**src/rtl/fetch_stage.sv**
```systemverilog
// Instruction-fetch stage: owns the PC, drives a 1-cycle-latency instruction
// memory and loads the IF/ID register, handling stalls (replay) and redirects (flush).
module fetch_stage #(
  parameter int unsigned            PC_W      = 32,
  parameter int unsigned            INSTR_W   = 32,
  parameter logic [PC_W-1:0]        RESET_PC  = '0,
  parameter logic [INSTR_W-1:0]     NOP_INSTR = '0
) (
  input  logic               clk,
  input  logic               rst_n,
  input  logic               stall,
  input  logic               redirect,
  input  logic [PC_W-1:0]    redirect_pc,
  output logic               imem_en,
  output logic [PC_W-1:0]    imem_addr,
  input  logic [INSTR_W-1:0] imem_rdata,
  output logic               id_valid,
  output logic [INSTR_W-1:0] id_instr,
  output logic [PC_W-1:0]    id_pc,
  output logic [PC_W-1:0]    id_pc_plus4
);

  localparam logic [PC_W-1:0] PC_INC = PC_W'(4);

  logic [PC_W-1:0]    pc_q, pc_d;
  logic [PC_W-1:0]    fetch_pc_q, fetch_pc_d;
  logic               resp_valid_q, resp_valid_d;
  logic               id_valid_q, id_valid_d;
  logic [INSTR_W-1:0] id_instr_q, id_instr_d;
  logic [PC_W-1:0]    id_pc_q, id_pc_d;
  logic [PC_W-1:0]    id_pc_plus4_q, id_pc_plus4_d;
  logic [PC_W-1:0]    aligned_target;

  assign aligned_target = {redirect_pc[PC_W-1:2], 2'b00};

  always_ff @(posedge clk or negedge rst_n) begin
    if (!rst_n) begin
      pc_q          <= RESET_PC;
      fetch_pc_q    <= '0;
      resp_valid_q  <= 1'b0;
      id_valid_q    <= 1'b0;
      id_instr_q    <= NOP_INSTR;
      id_pc_q       <= '0;
      id_pc_plus4_q <= '0;
    end else begin
      pc_q          <= pc_d;
      fetch_pc_q    <= fetch_pc_d;
      resp_valid_q  <= resp_valid_d;
      id_valid_q    <= id_valid_d;
      id_instr_q    <= id_instr_d;
      id_pc_q       <= id_pc_d;
      id_pc_plus4_q <= id_pc_plus4_d;
    end
  end

  always_comb begin
    pc_d          = pc_q;
    fetch_pc_d    = fetch_pc_q;
    resp_valid_d  = resp_valid_q;
    id_valid_d    = id_valid_q;
    id_instr_d    = id_instr_q;
    id_pc_d       = id_pc_q;
    id_pc_plus4_d = id_pc_plus4_q;
    if (redirect) begin
      // Wrong-path response on imem_rdata is dropped; id_pc is left as-is since id_valid=0.
      pc_d         = aligned_target + PC_INC;
      fetch_pc_d   = aligned_target;
      resp_valid_d = 1'b1;
      id_valid_d   = 1'b0;
      id_instr_d   = NOP_INSTR;
    end else if (!stall) begin
      pc_d          = pc_q + PC_INC;
      fetch_pc_d    = pc_q;
      resp_valid_d  = 1'b1;
      id_valid_d    = resp_valid_q;
      id_instr_d    = resp_valid_q ? imem_rdata : NOP_INSTR;
      id_pc_d       = fetch_pc_q;
      id_pc_plus4_d = fetch_pc_q + PC_INC;
    end
  end

  // Stall replays the in-flight address so the held instruction is re-read, not lost.
  always_comb begin
    imem_en   = 1'b1;
    imem_addr = pc_q;
    if (redirect) begin
      imem_addr = aligned_target;
    end else if (stall) begin
      imem_en   = resp_valid_q;
      imem_addr = fetch_pc_q;
    end
  end

  assign id_valid    = id_valid_q;
  assign id_instr    = id_instr_q;
  assign id_pc       = id_pc_q;
  assign id_pc_plus4 = id_pc_plus4_q;

endmodule

```
**config.mk**
```make
export PLATFORM = sky130hd
export DESIGN_NAME = fetch_stage
export DESIGN_NICKNAME = d
export VERILOG_FILES = /design/src/rtl/fetch_stage.sv
export SDC_FILE = /design/constraint.sdc
export NUM_CORES = 1
export LEC_CHECK = 0
export CELL_PAD_IN_SITES_DETAIL_PLACEMENT = 1
export CELL_PAD_IN_SITES_GLOBAL_PLACEMENT = 1
export CORE_UTILIZATION = 49
export CTS_CLUSTER_SIZE = 20
export DETAILED_ROUTE_END_ITERATION = 8
export DONT_BUFFER_PORTS = 1
export GPL_ROUTABILITY_DRIVEN = 0
export PLACE_DENSITY_LB_ADDON = 0.1
export SYNTH_ARGS = -nofsm -noshare
export SYNTH_HDL_FRONTEND = slang
export SYNTH_SLANG_ARGS = --single-unit
```
**constraint.sdc**
```tcl
create_clock -name clk -period 3.18 [get_ports clk]
set_input_delay 0.795 -clock clk [delete_from_list [all_inputs] [get_ports clk]]
set_output_delay 0.795 -clock clk [all_outputs]
set_load 0.02 [all_outputs]
```
## Word level (Yosys, flattened, before mapping)

Cells that the tools add are included.

- Flip-flop bits (word level): 162
- Latch bits: 0
- Bits in writable memories: 0
- Memory bits (read-only): 0
- Input port bits: 68
- Output and inout port bits: 130
- Logic and storage cells: 25
- Memories: 0

- Add/subtract/negate cells: 3
- Multipliers: 0
- Divide/modulo/power cells: 0
- Order comparisons: 0
- Equal/unequal tests: 1
- Shifts and indexed selects: 0
- Muxes and demuxes: 11
- Bitwise gates (word level): 2
- Reductions and logical operators: 1

Operator list:

| operator | number |
|---|---|
| 32-bit 2-to-1 mux | 7 |
| 32-bit by 3-bit adder with 32-bit output (second input constant) | 3 |
| 1-bit 2-to-1 mux | 4 |
| 2-bit by 1-bit inequality test with 1-bit output (second input constant) | 1 |
| 1-bit inverter | 2 |
| 2-bit AND reduction | 1 |

## Longest topological paths before layout

- Depth in word-level cells: 3
- Mapped depth: 15
- Mapped depth without buffers: 9

## Worst setup path before layout

Ideal clock, no wire load.

- Path type: input to register
- Start: in redirect
- End: reg pc_q[16]
- Library setup time: 0.131 ns
- Arrival: 3.154 ns
- Data required time: 3.049 ns
- Path slack: -0.105 ns
- Stages: 15
- Buffers on the path: 6
- Cell sequence: buf_6 buf_6 buf_4 buf_2 clkbuf_1 nand2_1 o21ai_0 ha_1 nand4_1 a21oi_4 nand4_4 buf_6 nor3b_2 xnor2_1 mux2i_1

- Cells in the longest elaborated chain, start to end: 1
- Elaborated cells between the ends (all ways): 2
- Those cells by class: 1 x eq/ne; 1 x mux

RTL lines:

| what | line | source |
|---|---|---|
| from (decl) | 12 | `input logic redirect,` |
| 2-bit by 1-bit inequality test with 1-bit output (no source line) / 32-bit 2-to-1 mux (equally long branches) | - |  |
| to (signal assigned) | 46 | `pc_q <= pc_d;` |
| to (decl) | 25 | `logic [PC_W-1:0] pc_q, pc_d;` |

Several ways; a longest one is shown, not always the timed one.
A chain may end at the register's enable or synchronous reset.

## Worst setup path after layout

- Start: reg pc_q[3]
- End: reg pc_q[22]

- Cells in the longest elaborated chain, start to end: 3

RTL lines:

| what | line | source |
|---|---|---|
| 32-bit by 3-bit adder with 32-bit output | 72 | `pc_d = pc_q + PC_INC;` |
| 32-bit 2-to-1 mux | 71 | `end else if (!stall) begin` |
| 32-bit 2-to-1 mux | 64 | `if (redirect) begin` |

No other way between the ends. The select of a mux whose other input is x is not followed.

==> results.toml <==
[status]
outcome = "finished, final reports clean"

[critical_path]
crit_chain = "inv_1, o21ai_0, ha_4, nand4_1, a21oi_4, nand4_4, nor4_2, xnor2_1, mux2i_1"
slowest_stage = "dfrtp_1"
critPathBufInv = 1
crit_arrival_ns = 2.80
worst-setup-path-type = "flop to flop"
critPathRequiredTime_ns = 3.48
slowest_delay_ns = 0.39
critPathTopFamily = "simple AND/OR/NAND/NOR gates"
cp-start-kind = "flop"
cp_max_fo = 18
endpoint_kind = "flop"

[placement]
io_buffers = 0
pre_cts_slack_ns = 0.2840
dp_hpwl_um = 14670
place_area_sq_um = 8190

[cells_and_area]
antenna_cells = 0
final_util_pct = 55.60
fin_nets = 861
syn2layout_area_growth_pct = 10.77
fin_area_sq_um = 8801
drive_gt1_share_pct = 11.94
nFillCells = 1752

[timing]
slew_headroom_pct = 41.73
fin_crit_ns = 2.504
rsz0062_at_grt = "no"
setup_viol = 0
fin_ws_ns = 0.6757
worstMarginPinSlew_ns = 0.8740
setup_tns_ns = 0
hold_viol = 0
clock.fmax_ghz = 0.3993
skew_ns = 0.008923
fin_crit_sh_pct = 78.75
drv_slew = 0
holdWs_ns = 0.05577

[clock_tree]
cts_setup_buffers = 0
clock-sinks = 158
cts_root_buf = "clkbuf_16"
cts_tree = "done"
clk_pin_slew_ns = 0.07
clkLatencyLatePin_ns = 0.43
cts-buffers-inserted = 17
holdBufCountCts = 0
clockBufferDepth = 2
htreeDepth = 4
post_cts_resized = 0

[synth]
syn-instance-count = 794
ys_seq_elements = 158
syn_area_per_cell_sq_um = 10.01
yosys.area.top_type = "dfrtp_1"
yosysUniqueCellTypes = 55
syn_nets = 864
synthTopCellsByArea = "dfrtp_1, nand2_1, mux2i_1"
synth_edf_count = 0
yosysTopAreaCellShare_pct = 49.76
synth_common_cells = "nand2_1, dfrtp_1, o21ai_0"
yosys_warnings = 0
netlist_area_sq_um = 7945
ys.flop_type = "dfrtp_1"
synthArstFlopShare_pct = 100.0
ys_seq_area_share_pct = 49.76
synthMostInstantiatedCell = "nand2_1"

[grt]
grt_max_degree = 159
grt_pass1_wl_um = 33780
grt_pass1_vias = 6188
antenna_found_initial = 0
grt_use_total_pct = 26.36
grt_overflow = 0

[power]
switchingPower_uw = 1689
power_frac_clock_pct = 39.1
peakVddDrop_mv = 0.3594
p_sw_share_pct = 31.23
p_seq_share_pct = 49.8
p_int_uw = 3720
power_density_nw_per_um2 = 614.6
combPwrFrac_pct = 11.2
leakage_uw = 0.003906

[floorplan]
die_w_um = 129.3
rows = 46
coreArea_sq_um = 15830
start_util_pct = 50.20
dieHeight_um = 129.3
io_pins = 198
die_area_sq_um = 16730

[drt]
ant_nets = 0
drc_errors = 0
drtIter0Drc = 451
wl_per_cell_um = 20.60
vias = 5794
wl_um = 21010
firstDrtPassIters = 4
vias_per_cell = 5.680

[job]
cap_violations = 0

[min_path]
hold_class = "input port to asynchronous set/reset pin"
## flip-flops by register name (all words and copies together), names as in the netlist
signal,cells
fetch_pc_q,32
id_instr,32
id_pc,32
id_pc_plus4,30
pc_q,30
id_valid,1
resp_valid_q,1
## power by group through the flow
stage	Clock [uW]	Sequential [uW]	Combinational (uW)
2_1_floorplan	0	2620	512
3_3_place_gp	0	2710	570
3_5_place_dp	0	2730	607
4_1_cts	2150	2690	615
5_1_grt	2230	2730	679
6_report	2110	2690	604
## final timing paths
check,endpoint,from,slack (ns),depth (start not counted)
setup / recovery,pc_q[22],pc_q[3],0.68,9
min in group clk,pc_q[2],redirect_pc[2],0.46,1
max in group asynchronous,fetch_pc_q[14],rst_n,2.95,0
hold reg to reg,id_pc[0],fetch_pc_q[0],0.47,2
hold / removal,id_pc[4],rst_n,0.06,0
setup reg to reg,pc_q[22],pc_q[3],0.68,9
## layout make-up
cell class	instances	area, sq um	area share [%]
Clock buffer	18	439.2	4.990
Clock inverter	14	171.4	1.948
Inverter	8	30.03	0.3412
Multi-Input combinational cell	582	3756	42.68
Sequential cell	158	3954	44.92
Tap cell	216	270.3	3.071
Timing Repair Buffer	24	180.2	2.047
## metrics by stage
stage	instances	total power (uW)
4_1_cts	1020	5454
3_3_place_gp	988	3282
2_1_floorplan	794	3136
6_report	1020	5409
5_1_grt	1020	5636
3_5_place_dp	988	3332
## worst reg2reg max path, stage by stage, from the launching register on
cell,delay (ns)
dfrtp_1,0.39
inv_1,0.05
o21ai_0,0.26
ha_4,0.22
nand4_1,0.18
a21oi_4,0.29
nand4_4,0.35
nor4_2,0.38
xnor2_1,0.16
mux2i_1,0.10
## cells by family after synthesis
logic type | after synthesis | share of synthesized area (%)
DFF | 158 | 49.76
muxes | 55 | 7.055
adders and majority gates | 2 | 0.3149
buffers and inverters | 54 | 3.181
AOI/OAI and AO/OA | 127 | 11.09
and+or+nand+nor | 319 | 19.89
xor gates and xnor gates | 79 | 8.709
## routing by layer
metal / track usage [%] / vias up / share of wire [%]
li1: - / 2704 / -
met1: 35.22 / 2899 / 44
met2: 41.94 / 166 / 48
met3: 6.358 / 25 / 6.4
met4: 9.135 / 0 / 1.9
met5: 0 / - / 0
## layout by cell type, fill, tap and decap left out, drive strengths merged, types with 3 or more instances in the layout
cell / instances
a21oi: 9
o21ai: 70
clkbuf: 18
a22o: 32
a22oi: 4
nand2: 193
nor4: 6
and3: 10
nand4: 15
nand4b: 7
mux2: 5
and2: 4
mux2i: 50
nand3b: 5
dfrtp: 158
inv: 16
nor2: 27
nand3: 28
buf: 24
clkinvlp: 3
xnor2: 50
xor2: 29
nand2b: 4
nor3: 15
(Power assumes the default switching activity.)
